===== config.mk =====
export PLATFORM = sky130hd
export DESIGN_NAME = uart_mmio_ctrl
export DESIGN_NICKNAME = d
export VERILOG_FILES = /design/src/rtl/uart_ctrl_pkg.sv /design/src/rtl/uart_mmio_ctrl_sync_fifo.sv /design/src/rtl/uart_mmio_ctrl.sv
export SDC_FILE = /design/constraint.sdc
export NUM_CORES = 1
export LEC_CHECK = 0
export BUFFER_PORTS_ARGS = -buffer_cell sky130_fd_sc_hd__buf_2
export CAP_MARGIN = 20
export CORE_ASPECT_RATIO = 1.25
export CORE_UTILIZATION = 55
export CTS_CLUSTER_DIAMETER = 60
export CTS_CLUSTER_SIZE = 40
export DETAILED_ROUTE_END_ITERATION = 12
export GPL_TIMING_DRIVEN = 0
export MAX_ROUTING_LAYER = met4
export PLACE_DENSITY = 0.7
export SYNTH_ARGS = -nofsm -noshare
export SYNTH_HDL_FRONTEND = slang
export SYNTH_SLANG_ARGS = --single-unit

===== constraint.sdc =====
create_clock -name clk -period 8.93 [get_ports clk]
set_clock_uncertainty 0.05 [all_clocks]
set_input_delay 0.4465 -clock clk [delete_from_list [all_inputs] [get_ports clk]]
set_output_delay 0.4465 -clock clk [all_outputs]
set_load 0.02 [all_outputs]

===== src/rtl/uart_ctrl_pkg.sv =====
// Shared constants for the UART MMIO bridge: register offsets, status bit
// positions, TX handshake states and the busy-wait timeout.
package uart_ctrl_pkg;

    localparam logic ADDR_DATA   = 1'b0;
    localparam logic ADDR_STATUS = 1'b1;

    localparam int unsigned ST_TX_RDY   = 0;
    localparam int unsigned ST_RX_AVAIL = 1;
    localparam int unsigned ST_RX_OVR   = 2;

    localparam int unsigned TX_BUSY_TIMEOUT = 4;

    typedef enum logic [1:0] {
        TX_IDLE      = 2'd0,
        TX_WAIT_BUSY = 2'd1,
        TX_WAIT_DONE = 2'd2
    } tx_state_t;

endpackage


===== src/rtl/uart_mmio_ctrl_sync_fifo.sv =====
// Synchronous FIFO with first-word-fall-through head. A pop on empty is
// ignored; a push while full succeeds only if a pop happens in the same cycle.
module sync_fifo #(
    parameter int unsigned WIDTH = 8,
    parameter int unsigned DEPTH = 16,
    parameter int unsigned AW    = 4
) (
    input  logic             clk,
    input  logic             rst,
    input  logic             push,
    input  logic             pop,
    input  logic [WIDTH-1:0] wdata,
    output logic [WIDTH-1:0] rdata,
    output logic             full,
    output logic             empty,
    output logic [AW:0]      count
);

    logic [WIDTH-1:0] mem [DEPTH];
    logic [AW-1:0]    wr_ptr;
    logic [AW-1:0]    rd_ptr;
    logic             do_push;
    logic             do_pop;

    assign empty   = (count == '0);
    assign full    = (count == (AW+1)'(DEPTH));
    assign do_pop  = pop & ~empty;
    assign do_push = push & (~full | do_pop);
    assign rdata   = mem[rd_ptr];

    always_ff @(posedge clk) begin
        if (do_push) begin
            mem[wr_ptr] <= wdata;
        end
    end

    always_ff @(posedge clk) begin
        if (rst) begin
            wr_ptr <= '0;
            rd_ptr <= '0;
            count  <= '0;
        end else begin
            if (do_push) begin
                wr_ptr <= wr_ptr + 1'b1;
            end
            if (do_pop) begin
                rd_ptr <= rd_ptr + 1'b1;
            end
            case ({do_push, do_pop})
                2'b10:   count <= count + 1'b1;
                2'b01:   count <= count - 1'b1;
                default: count <= count;
            endcase
        end
    end

endmodule


===== src/rtl/uart_mmio_ctrl.sv =====
// CPU bus bridge to the async_receiver/async_transmitter pair with RX/TX FIFOs.
// Define UART_MMIO_IRQ_EN to generate the registered RX interrupt.
module uart_mmio_ctrl
    import uart_ctrl_pkg::*;
#(
    parameter int unsigned FIFO_DEPTH = 16,
    parameter int unsigned ADDR_W     = $clog2(FIFO_DEPTH)
) (
    input  logic        clk,
    input  logic        rst,
    input  logic        bus_ce,
    input  logic        bus_we,
    input  logic        bus_addr,
    input  logic [7:0]  bus_wdata,
    output logic [31:0] bus_rdata,
    input  logic [7:0]  rx_data,
    input  logic        rx_ready,
    output logic        rx_clear,
    input  logic        tx_busy,
    output logic        tx_start,
    output logic [7:0]  tx_data,
    output logic        irq
);

    logic            rd_data_stb;
    logic            rd_status_stb;
    logic            wr_data_stb;

    logic            rx_push;
    logic            rx_full;
    logic            rx_empty;
    logic [7:0]      rx_head;
    logic [ADDR_W:0] rx_count;
    logic            rx_overrun;
    logic            overrun_set;

    logic            tx_push;
    logic            tx_pop;
    logic            tx_full;
    logic            tx_empty;
    logic [7:0]      tx_head;
    logic [ADDR_W:0] tx_count;

    tx_state_t       tx_state;
    logic [2:0]      busy_cnt;
    logic [31:0]     status_word;

    assign rd_data_stb   = bus_ce & ~bus_we & (bus_addr == ADDR_DATA);
    assign rd_status_stb = bus_ce & ~bus_we & (bus_addr == ADDR_STATUS);
    assign wr_data_stb   = bus_ce &  bus_we & (bus_addr == ADDR_DATA);

    assign rx_clear = rx_ready;

    // A full FIFO still accepts a byte when the CPU drains one in the same cycle.
    assign rx_push     = rx_ready & (~rx_full | rd_data_stb);
    assign overrun_set = rx_ready & rx_full & ~rd_data_stb;

    assign tx_pop  = (tx_state == TX_IDLE) & ~tx_empty & ~tx_busy;
    assign tx_push = wr_data_stb & (~tx_full | tx_pop);

    sync_fifo #(
        .WIDTH (8),
        .DEPTH (FIFO_DEPTH),
        .AW    (ADDR_W)
    ) u_rx_fifo (
        .clk   (clk),
        .rst   (rst),
        .push  (rx_push),
        .pop   (rd_data_stb),
        .wdata (rx_data),
        .rdata (rx_head),
        .full  (rx_full),
        .empty (rx_empty),
        .count (rx_count)
    );

    sync_fifo #(
        .WIDTH (8),
        .DEPTH (FIFO_DEPTH),
        .AW    (ADDR_W)
    ) u_tx_fifo (
        .clk   (clk),
        .rst   (rst),
        .push  (tx_push),
        .pop   (tx_pop),
        .wdata (bus_wdata),
        .rdata (tx_head),
        .full  (tx_full),
        .empty (tx_empty),
        .count (tx_count)
    );

    always_comb begin
        status_word              = '0;
        status_word[ST_TX_RDY]   = (tx_count != (ADDR_W+1)'(FIFO_DEPTH));
        status_word[ST_RX_AVAIL] = (rx_count != '0);
        status_word[ST_RX_OVR]   = rx_overrun;
    end

    always_ff @(posedge clk) begin
        if (rst) begin
            bus_rdata  <= '0;
            rx_overrun <= 1'b0;
        end else begin
            if (rd_data_stb) begin
                bus_rdata <= rx_empty ? '0 : {24'b0, rx_head};
            end else if (rd_status_stb) begin
                bus_rdata <= status_word;
            end
            // A fresh overrun in the clearing cycle must not be lost.
            if (overrun_set) begin
                rx_overrun <= 1'b1;
            end else if (rd_status_stb) begin
                rx_overrun <= 1'b0;
            end
        end
    end

    always_ff @(posedge clk) begin
        if (rst) begin
            tx_state <= TX_IDLE;
            tx_start <= 1'b0;
            tx_data  <= '0;
            busy_cnt <= '0;
        end else begin
            tx_start <= 1'b0;
            case (tx_state)
                TX_IDLE: begin
                    if (tx_pop) begin
                        tx_data  <= tx_head;
                        tx_start <= 1'b1;
                        busy_cnt <= '0;
                        tx_state <= TX_WAIT_BUSY;
                    end
                end
                TX_WAIT_BUSY: begin
                    if (tx_busy) begin
                        tx_state <= TX_WAIT_DONE;
                    end else if (busy_cnt == 3'(TX_BUSY_TIMEOUT - 1)) begin
                        tx_state <= TX_IDLE;
                    end else begin
                        busy_cnt <= busy_cnt + 1'b1;
                    end
                end
                TX_WAIT_DONE: begin
                    if (!tx_busy) begin
                        tx_state <= TX_IDLE;
                    end
                end
                default: tx_state <= TX_IDLE;
            endcase
        end
    end

`ifdef UART_MMIO_IRQ_EN
    always_ff @(posedge clk) begin
        if (rst) begin
            irq <= 1'b0;
        end else begin
            irq <= (rx_count != '0) | rx_overrun;
        end
    end
`else
    assign irq = 1'b0;
`endif

endmodule


Yosys cells after proc, flatten, opt, wreduce, memory -nomap -nowiden
Memory sizes are Yosys's and may differ from the RTL's. A register that Yosys moved wholly into a read port is not among the register bits.
Cells that the tools add are included.
- output and inout bits: 43
- memory bits (read-only): 0
- bits in latches: 0
- input bits: 23
- logic and storage cells: 101
- memory bits (writable): 256
- memories kept: 2
- register bits after elaboration: 65
- memories (name ; depth ; bits a word ; read ports ; clocked after Yosys merged registers in ; write ports ; line ; text):
    u_rx_fifo.mem ; 16 ; 8 ; 1 ; 1 ; 1 ; uart_mmio_ctrl_sync_fifo.sv:19 ; logic [WIDTH-1:0] mem [DEPTH];
    u_tx_fifo.mem ; 16 ; 8 ; 1 ; 1 ; 1 ; uart_mmio_ctrl_sync_fifo.sv:19 ;
- magnitude comparators: 0
- shifts and indexed selects: 0
- add/sub/neg operators: 9
- bitwise gates (word level): 28
- multiplexer cells: 23
- equality and inequality tests: 15
- reductions and logical operators: 13
- multiply operators: 0
- div/mod/pow operators: 0
- operator list (operator ; number):
    32-bit 2-to-1 mux ; 2
    5-bit one-hot mux with 2 select lines ; 2
    4-bit by 1-bit adder with 4-bit output, second input constant ; 4
    1-bit AND ; 15
    5-bit by 1-bit adder with 5-bit output, second input constant ; 2
    5-bit == test, second input constant ; 2
    5-bit zero test ; 2
    2-bit nonzero test ; 5
    5-bit by 1-bit subtractor with 5-bit output, second input constant ; 2
    3-bit 2-to-1 mux ; 3
    1-bit NOT ; 9
    2-bit 2-to-1 mux ; 4
    4-bit 2-to-1 mux ; 2
    8-bit 2-to-1 mux ; 1
    2-bit inequality test, second input constant ; 4
    1-bit 2-to-1 mux ; 7
    2-bit by 1-bit == test with 1-bit output, second input constant ; 3
    2-bit == test, second input constant ; 3
    2-bit one-hot mux with 3 select lines ; 1
    3-bit one-hot mux with 2 select lines ; 1
    5-bit inequality test, second input constant ; 1
    5-bit nonzero test ; 1
    1-bit bitwise OR ; 4
    4-bit AND reduction ; 1
    7 further kinds ; 7

Logic depth before layout (Yosys ltp)
Gate-level depths: netlist of the first run.
- word-level depth: 9
- gate-level depth with buffers: 13
- depth with buffers taken out: 11

By module
From an unflattened synthesis of the first run, not the netlist that was laid out.
- cells, all modules: 785
- area total of the unflattened synthesis: 12922.4 um^2
- by module, submodules not included (module ; seq. area each (um^2) ; cells an instance ; area each (um^2) ; instances):
    sync_fifo ; 4184.0 ; 325 ; 5866.9 ; 2
    uart_mmio_ctrl ; 460.4 ; 135 ; 1188.6 ; 1

Least setup slack after synthesis of the first run
No wires, ideal clock.
- path type: input to register
- from: input port bus_we
- to: register u_rx_fifo.count[4]
- setup slack: 5.835 ns
- library setup time: 0.071 ns
- cell stages on the path: 11
- arrival time: 2.975 ns
- buffers on the path: 1
- data required time: 8.809 ns
- cell sequence: or3b_2 -> clkbuf_1 -> a21oi_2 -> ha_1 -> inv_1 -> fa_1 -> nor2b_1 -> o21ai_0 -> and3_1 -> or4_1 -> a21oi_1
- cells in the longest elaborated chain, start to end: 8
- elaborated cells between the ends (all ways): 12
- those cells by class: 2 x eq/ne; 1 x mux; 8 x bitwise; 1 x reduce/logical
- RTL lines (what ; line ; text):
    start: declaration ; uart_mmio_ctrl.sv:12 ; input logic bus_we,
    1-bit NOT * ; uart_mmio_ctrl.sv:48 ; assign rd_data_stb = bus_ce & ~bus_we & (bus_addr == ADDR_DATA);
    1-bit AND * (2 in series) ; uart_mmio_ctrl.sv:48 ;
    1-bit AND * ; uart_mmio_ctrl_sync_fifo.sv:27 ; assign do_pop = pop & ~empty;
    net u_rx_fifo.do_pop ; uart_mmio_ctrl_sync_fifo.sv:23 ; logic do_pop;
    1-bit bitwise OR ; uart_mmio_ctrl_sync_fifo.sv:28 ; assign do_push = push & (~full | do_pop);
    1-bit AND ; uart_mmio_ctrl_sync_fifo.sv:28 ;
    2-bit by 1-bit == test with 1-bit output or 2-bit == test (tied branches) ; uart_mmio_ctrl_sync_fifo.sv:49 ; case ({do_push, do_pop})
    5-bit one-hot mux with 2 select lines or 2-bit nonzero test (tied branches) ; -- ;
    end signal: assignment ; uart_mmio_ctrl_sync_fifo.sv:50 ; 2'b10: count <= count + 1'b1;
    end signal: assignment ; uart_mmio_ctrl_sync_fifo.sv:51 ; 2'b01: count <= count - 1'b1;
    end signal: assignment ; uart_mmio_ctrl_sync_fifo.sv:52 ; default: count <= count;
    end: declaration ; uart_mmio_ctrl_sync_fifo.sv:16 ; output logic [AW:0] count
The timed path passes the listed nets; every way through them passes the cells marked *.
A chain may end at the register's enable or synchronous reset.

Worst setup path after layout of the first run
- from: register u_tx_fifo.count[0]
- to: register u_tx_fifo.count[4]
- cells in the longest elaborated chain, start to end: 9
- elaborated cells between the ends (all ways): 17
- those cells by class: 2 x add/sub; 3 x eq/ne; 1 x mux; 9 x bitwise; 2 x reduce/logical
- RTL lines (what ; line ; text):
    start: declaration ; uart_mmio_ctrl_sync_fifo.sv:16 ;
    start signal: assignment ; uart_mmio_ctrl_sync_fifo.sv:50 ;
    start signal: assignment ; uart_mmio_ctrl_sync_fifo.sv:51 ;
    start signal: assignment ; uart_mmio_ctrl_sync_fifo.sv:52 ;
    5-bit zero test * ; uart_mmio_ctrl_sync_fifo.sv:25 ; assign empty = (count == '0);
    1-bit NOT * ; uart_mmio_ctrl_sync_fifo.sv:27, uart_mmio_ctrl.sv:58 ;
    1-bit AND (2 in series) ; uart_mmio_ctrl.sv:58 ; assign tx_pop = (tx_state == TX_IDLE) & ~tx_empty & ~tx_busy;
    1-bit AND * ; uart_mmio_ctrl_sync_fifo.sv:27 ;
    net u_tx_fifo.do_pop ; uart_mmio_ctrl_sync_fifo.sv:23 ;
    1-bit bitwise OR ; uart_mmio_ctrl_sync_fifo.sv:28 ;
    1-bit AND ; uart_mmio_ctrl_sync_fifo.sv:28 ;
    2-bit by 1-bit == test with 1-bit output or 2-bit == test (tied branches) ; uart_mmio_ctrl_sync_fifo.sv:49 ;
    5-bit one-hot mux with 2 select lines or 2-bit nonzero test (tied branches) ; -- ;
Marked as above.

==> results.json, run 1 <==
{
  "status": "finished clean",
  "cts-buffers-inserted": 16,
  "r2r_end": "u_tx_fifo.count[4]$_SDFFE_PP0P_",
  "ant_nets": 0,
  "grt_max_degree": 36,
  "dieArea_um2": 23300,
  "final_area_um2": 13800,
  "grt_setup_unrepaired": "false",
  "fmax_ghz": 0.280,
  "reg2reg_depth": 11,
  "cts_max_path_buffers": 3,
  "clock_sinks": 309,
  "grt_pass1_vias": 6524,
  "hold_viol": 0,
  "drv_cap": 0,
  "core-area_um2": 22300,
  "antenna_found_initial": 0,
  "syn-cell-area_um2": 12500,
  "syn_inst": 726,
  "critPathMaxFanout": 11,
  "wl_per_cell_um": 21.1,
  "port_buffers": 40,
  "grt_pass1_wl_um": 36100,
  "fillers": 1636,
  "dr.first_iter.drc_count": 401,
  "overflow": 0,
  "num_vias": 6411,
  "synth.most_common_cell": "edfxtp_1",
  "timing.final.crit_share_pct": 40.0,
  "multi_input_area_um2": 3430,
  "yosysTopAreaCellShare_pct": 61.5,
  "placed_area_um2": 13200,
  "power_mw": 2.86,
  "avgSynthCellArea_um2": 17.2,
  "drive_gt1_share_pct": 22.5,
  "p_leak_nw": 4.61,
  "synth_area_leaders": "edfxtp_1 (62%), mux4_2 (11%), dfxtp_1 (8.5%)",
  "synth_cell_types": 56,
  "tightest_slew_ns": 1.13,
  "synthArstFlopShare_pct": 0,
  "post_cts_buffers": 0,
  "yosys_warnings": 0,
  "drv_slew": 0,
  "cp.required_ns": 9.28,
  "min_from": "tx_busy",
  "ir_worst_vdd_v": 0.000217,
  "die_w_um": 137,
  "path_clk_slew_ns": 0.10,
  "gp_congestion": 0.784,
  "critPathKind": "register to register",
  "cts_tree": "done",
  "seq_area_um2": 8750,
  "synth_seq_cells": 309,
  "postCtsHoldBufs": 0,
  "via_per_inst": 5.79,
  "ys.flop_type": "edfxtp_1",
  "synth-edff-count": 256,
  "seq_area_frac_synth_pct": 70.0,
  "htree_levels": 1,
  "cts_root_buf": "clkbuf_16",
  "rows": 61,
  "p_per_area_nw_per_um2": 208,
  "grt.total_usage_pct": 21.5,
  "diodes": 0,
  "finalSetupViolations": 0,
  "relSlewSlack_pct": 23.8,
  "endpoint_kind": "register",
  "crit_arrival_ns": 3.92,
  "rrSetupSlack_ns": 5.36,
  "cts_resized": 0,
  "finalWirelength_um": 23400,
  "synthTopCellsByCount": "edfxtp_1 (256), nor2_1 (71), mux4_2 (59), dfxtp_1 (53), nand2_1 (31)",
  "r2r_start": "u_tx_fifo.count[0]$_SDFFE_PP0P_",
  "area_growth_pct": 10.3,
  "die_y_um": 171,
  "finalSetupTns_ns": 0,
  "drt_pass1_iterations": 4,
  "nets": 858,
  "worstHoldPathCells": 2,
  "fin_crit_ns": 3.57,
  "clk_latency_ns": 0.51,
  "cp-start-kind": "register",
  "remaining_drc_errors": 0,
  "start_util_pct": 56.1,
  "ios": 66,
  "hp-class": "primary input to register",
  "dpl.hpwl_um": 16600,
  "yosys.area.top_type": "edfxtp_1",
  "min_to": "tx_state[0]$_SDFFE_PP0P_"
}
[cell usage in the layout (no fill, tap or decap), types with 3 or more instances in the layout]
| master | n |
|---|---|
| nor2b_1 | 11 |
| buf_2 | 55 |
| clkbuf_1 | 16 |
| nor3_1 | 10 |
| xor2_1 | 13 |
| edfxtp_1 | 256 |
| a21o_1 | 3 |
| inv_1 | 15 |
| or3_1 | 3 |
| conb_1 | 25 |
| a22oi_1 | 27 |
| nand4_1 | 4 |
| a22o_1 | 7 |
| mux2i_1 | 13 |
| nand2_1 | 31 |
| buf_4 | 30 |
| dfxtp_1 | 53 |
| mux4_1 | 6 |
| a21oi_1 | 13 |
| mux4_2 | 59 |
| nand2b_1 | 6 |
| clkbuf_16 | 17 |
| xnor2_1 | 6 |
| buf_1 | 5 |
| ha_1 | 19 |
| o21ai_0 | 4 |
| nor2_1 | 71 |
[kinds of logic (layout without fill, tap and decap cells)]
family / count (synthesis) / in the layout / share of synthesized area (%)
XOR/XNOR: 19 / 19 / 1.33
buffers and inverters: 75 / 150 / 3.25
multiplexers: 80 / 80 / 13.1
adder cells (fa/ha/maj): 20 / 20 / 2.06
AND/OR/NAND/NOR: 151 / 151 / 5.67
AO/OA/AOI/OAI: 71 / 71 / 4.54
other: 1 / 25 / 0.0300
flip-flops: 309 / 309 / 70.0
[worst max-delay path: stages (launching register included)]
cell and delay [ns]:
dfxtp_1 0.50, nor4_4 0.13, a2111oi_4 0.66, buf_4 0.33, ha_1 0.17, clkbuf_1 0.34
xor2_1 0.13, ha_1 0.20, a21oi_1 0.26, a32oi_1 0.16, a21oi_1 0.20, mux2_2 0.35
[area by class of cell]
class                   count  area share [%]
well taps                 283            2.57
inverters                  15           0.408
plain buffers              60            2.54
clock inverters            11            1.29
repair buffers             47            1.74
multi-input cells         366            24.9
flip-flops and latches    309            63.5
clock buffers              17            3.09
[sequential cells by signal (all words and copies together) (netlist names), named ones only]
name,flops
u_tx_fifo.rd_ptr,4
rx_overrun,1
busy_cnt,3
u_rx_fifo.mem,128
u_tx_fifo.count,5
u_rx_fifo.count,5
tx_state,2
bus_rdata,8
u_rx_fifo.wr_ptr,4
tx_data,8
tx_start,1
u_tx_fifo.mem,128
u_tx_fifo.wr_ptr,4
u_rx_fifo.rd_ptr,4
[stage by stage]
stage	utilization (%)	instances	hold WS (ns)	setup slack, ns
floorplan	-	750	0.416	5.83
global placement	59.0	1073	0.414	5.45
detailed placement	59.1	1079	0.413	5.35
CTS	61.8	1107	0.143	5.36
global route	61.9	1108	0.165	5.12
finish	61.9	1108	0.162	5.36
[report_power, final]
part           switching, mW  internal [mW]  total, mW
Combinational          0.198          0.135      0.334
Sequential            0.0308           1.59       1.62
Clock                  0.493          0.412      0.905
Total                  0.722           2.14       2.86
[layer usage]
layer | wire length [µm] | up-vias | global-route usage [%]
met4 | 405 | 0 | 4.97
met3 | 896 | 34 | 2.07
li1 | - | 2929 | -
met2 | 12700 | 158 | 38.2
met1 | 9370 | 3290 | 26.7
met5 | 0 | - | -
[how the worst max path moves through the flow]
stage,startpoint,end
after detailed placement,tx_busy,u_tx_fifo.count[4]$_SDFFE_PP0P_
final,u_tx_fifo.count[0]$_SDFFE_PP0P_,u_tx_fifo.count[4]$_SDFFE_PP0P_
after global placement,tx_busy,u_tx_fifo.count[4]$_SDFFE_PP0P_
after global routing,u_tx_fifo.count[1]$_SDFFE_PP0P_,u_tx_fifo.count[4]$_SDFFE_PP0P_
after CTS,u_tx_fifo.count[0]$_SDFFE_PP0P_,u_tx_fifo.count[4]$_SDFFE_PP0P_
after floorplan,bus_we,u_rx_fifo.count[4]$_SDFFE_PP0P_
Power figures use the tool's default switching activity.
==> run 2, diff against run 1 <==
- clock period: 8.93 -> 3.7 ns (I/O delays scaled with it)
==> results.json, run 2 (same netlist as run 1, synthesis figures left out) <==
{
  "cts_tree": "done",
  "gp_congestion": 0.784,
  "dr.first_iter.drc_count": 440,
  "p_seq_share_pct": 56.6,
  "remaining_drc_errors": 0,
  "critPathBufInv": 4,
  "mostFrequentLayoutCells": "edfxtp_1 (256), nor2_1 (71), mux4_2 (59), buf_2 (55), dfxtp_1 (53)",
  "overflow": 0,
  "cp-start-kind": "primary input",
  "worstHoldPathCells": 1,
  "area_growth_pct": 11.4,
  "final_area_um2": 13900,
  "endpoint_kind": "register",
  "finalSetupViolations": 0,
  "crit_path_max_incr_delay_ns": 0.53,
  "drv_slew": 0,
  "clk_latency_ns": 0.51,
  "crit_arrival_ns": 3.75,
  "rows": 61,
  "clock_sinks": 309,
  "start_util_pct": 56.1,
  "critPathMaxFanout": 8,
  "hold_viol": 0,
  "grt_max_degree": 36,
  "swShare_pct": 25.2,
  "htree_levels": 1,
  "crit_chain": "dlygate4sd3_1 -> buf_2 -> or3b_2 -> clkbuf_1 -> a21oi_2 -> ha_1 -> inv_1 -> fa_1 -> nor2b_1 -> o21ai_0 -> and3_1 -> or4_1 -> a21oi_1",
  "min_from": "bus_wdata[0]",
  "grt.total_usage_pct": 21.6,
  "die_y_um": 171,
  "power_frac_comb_pct": 11.9,
  "finalSetupTns_ns": 0,
  "reg_top3": "u_rx_fifo.mem x128, u_tx_fifo.mem x128",
  "p_sw_mw": 1.74,
  "drv_cap": 0,
  "drive_gt1_share_pct": 22.4,
  "critical-path-top-delay-family": "simple AND/OR/NAND/NOR gates",
  "min_to": "u_tx_fifo.mem[10][0]$_DFFE_PP_",
  "p_leak_nw": 4.68,
  "finalWirelength_um": 23600,
  "holdWs_ns": 0.0216,
  "tightest_slew_ns": 1.12,
  "fin_crit_ns": 3.36,
  "drt_pass1_iterations": 5,
  "die_w_um": 137,
  "r2r_end": "u_tx_fifo.count[4]$_SDFFE_PP0P_",
  "wl_per_cell_um": 21.0,
  "relSlewSlack_pct": 24.9,
  "cp.required_ns": 4.09,
  "clkPwrFrac_pct": 31.5,
  "diodes": 0,
  "grt_pass1_vias": 6566,
  "port_buffers": 40,
  "grt_pass1_wl_um": 36200,
  "p_per_area_nw_per_um2": 498,
  "critPathKind": "primary input to register",
  "fillers": 1623,
  "ant_nets": 0,
  "nets": 872,
  "r2r_start": "tx_state[1]$_SDFFE_PP0P_",
  "antenna_found_initial": 0,
  "ios": 66,
  "dieArea_um2": 23300,
  "cts_max_path_buffers": 3,
  "fmax_ghz": 0.298,
  "reg2reg_depth": 11,
  "power_mw": 6.93,
  "placed_area_um2": 13200,
  "cts-buffers-inserted": 16,
  "hp-class": "primary input to register",
  "cp_slowest_cell": "dlygate4sd3_1",
  "via_per_inst": 5.72,
  "dpl.hpwl_um": 16600,
  "timing.final.crit_share_pct": 90.8,
  "rrSetupSlack_ns": 0.36,
  "path_clk_slew_ns": 0.11,
  "num_vias": 6420,
  "ir_worst_vdd_v": 0.000531,
  "status": "finished clean",
  "core-area_um2": 22300,
  "grt_setup_unrepaired": "false",
  "cts_root_buf": "clkbuf_16",
  "layout_commonest_cell": "edfxtp_1",
  "internal_power_mw": 5.18
}
==> run 2: cell types whose count changed in the layout (fill, tap and decap cells not counted), sizes merged <==
cell         before  now
buf              91   93
dlygate4sd3       0   12
==> run 2: area by class of cell <==
cell class / instances / area (µm²) / area share, %
well taps: 283 / 354 / 2.54
flip-flops and latches: 309 / 8750 / 62.8
repair buffers: 61 / 375 / 2.70
plain buffers: 60 / 350 / 2.52
clock buffers: 17 / 425 / 3.06
clock inverters: 11 / 178 / 1.28
inverters: 15 / 56.3 / 0.404
multi-input cells: 366 / 3430 / 24.7
==> run 2: power groups by stage <==
stage	sequential, mW	clock [mW]	combinational, mW
after detailed placement	4.00	0	0.804
after floorplan	4.02	0	0.539
after CTS	3.92	2.22	0.818
after global placement	3.99	0	0.767
final	3.92	2.18	0.826
after global routing	3.93	2.33	0.899
==> run 2: through the flow <==
stage / setup WS, ns / std cells / utilization (%)
final: 0.341 / 1122 / 62.5
after CTS: 0.128 / 1119 / 62.4
after global routing: 0.0857 / 1122 / 62.5
after floorplan: 0.608 / 750 / -
after global placement: 0.311 / 1073 / 59.0
after detailed placement: 0.145 / 1079 / 59.1
==> run 2: routing by layer <==
metal / vias to the layer above / wire (µm) / GRT usage [%]
met2: 162 / 12900 / 38.4
li1: 2963 / - / -
met1: 3267 / 9460 / 26.8
met4: 0 / 371 / 4.97
met3: 28 / 875 / 2.04
met5: - / 0 / -
==> run 2: repair_timing <==
action	in CTS	in global routing
setup buffers	0	2
resized for setup	0	0
endpoints found under the hold margin	108	0
endpoints found under the setup margin	0	1
hold buffers	12	0
==> run 2: worst max path at each step <==
stage | end | cells past startpoint | startpoint
finish | u_rx_fifo.count[4]$_SDFFE_PP0P_ | 13 | bus_addr
global route | u_tx_fifo.count[4]$_SDFFE_PP0P_ | 11 | tx_state[1]$_SDFFE_PP0P_
CTS | u_tx_fifo.count[4]$_SDFFE_PP0P_ | 11 | u_tx_fifo.count[0]$_SDFFE_PP0P_
detailed placement | u_tx_fifo.count[4]$_SDFFE_PP0P_ | 11 | u_tx_fifo.count[1]$_SDFFE_PP0P_
global placement | u_tx_fifo.count[4]$_SDFFE_PP0P_ | 11 | u_tx_fifo.count[1]$_SDFFE_PP0P_
floorplan | u_tx_fifo.count[4]$_SDFFE_PP0P_ | 12 | u_tx_fifo.count[2]$_SDFFE_PP0P_
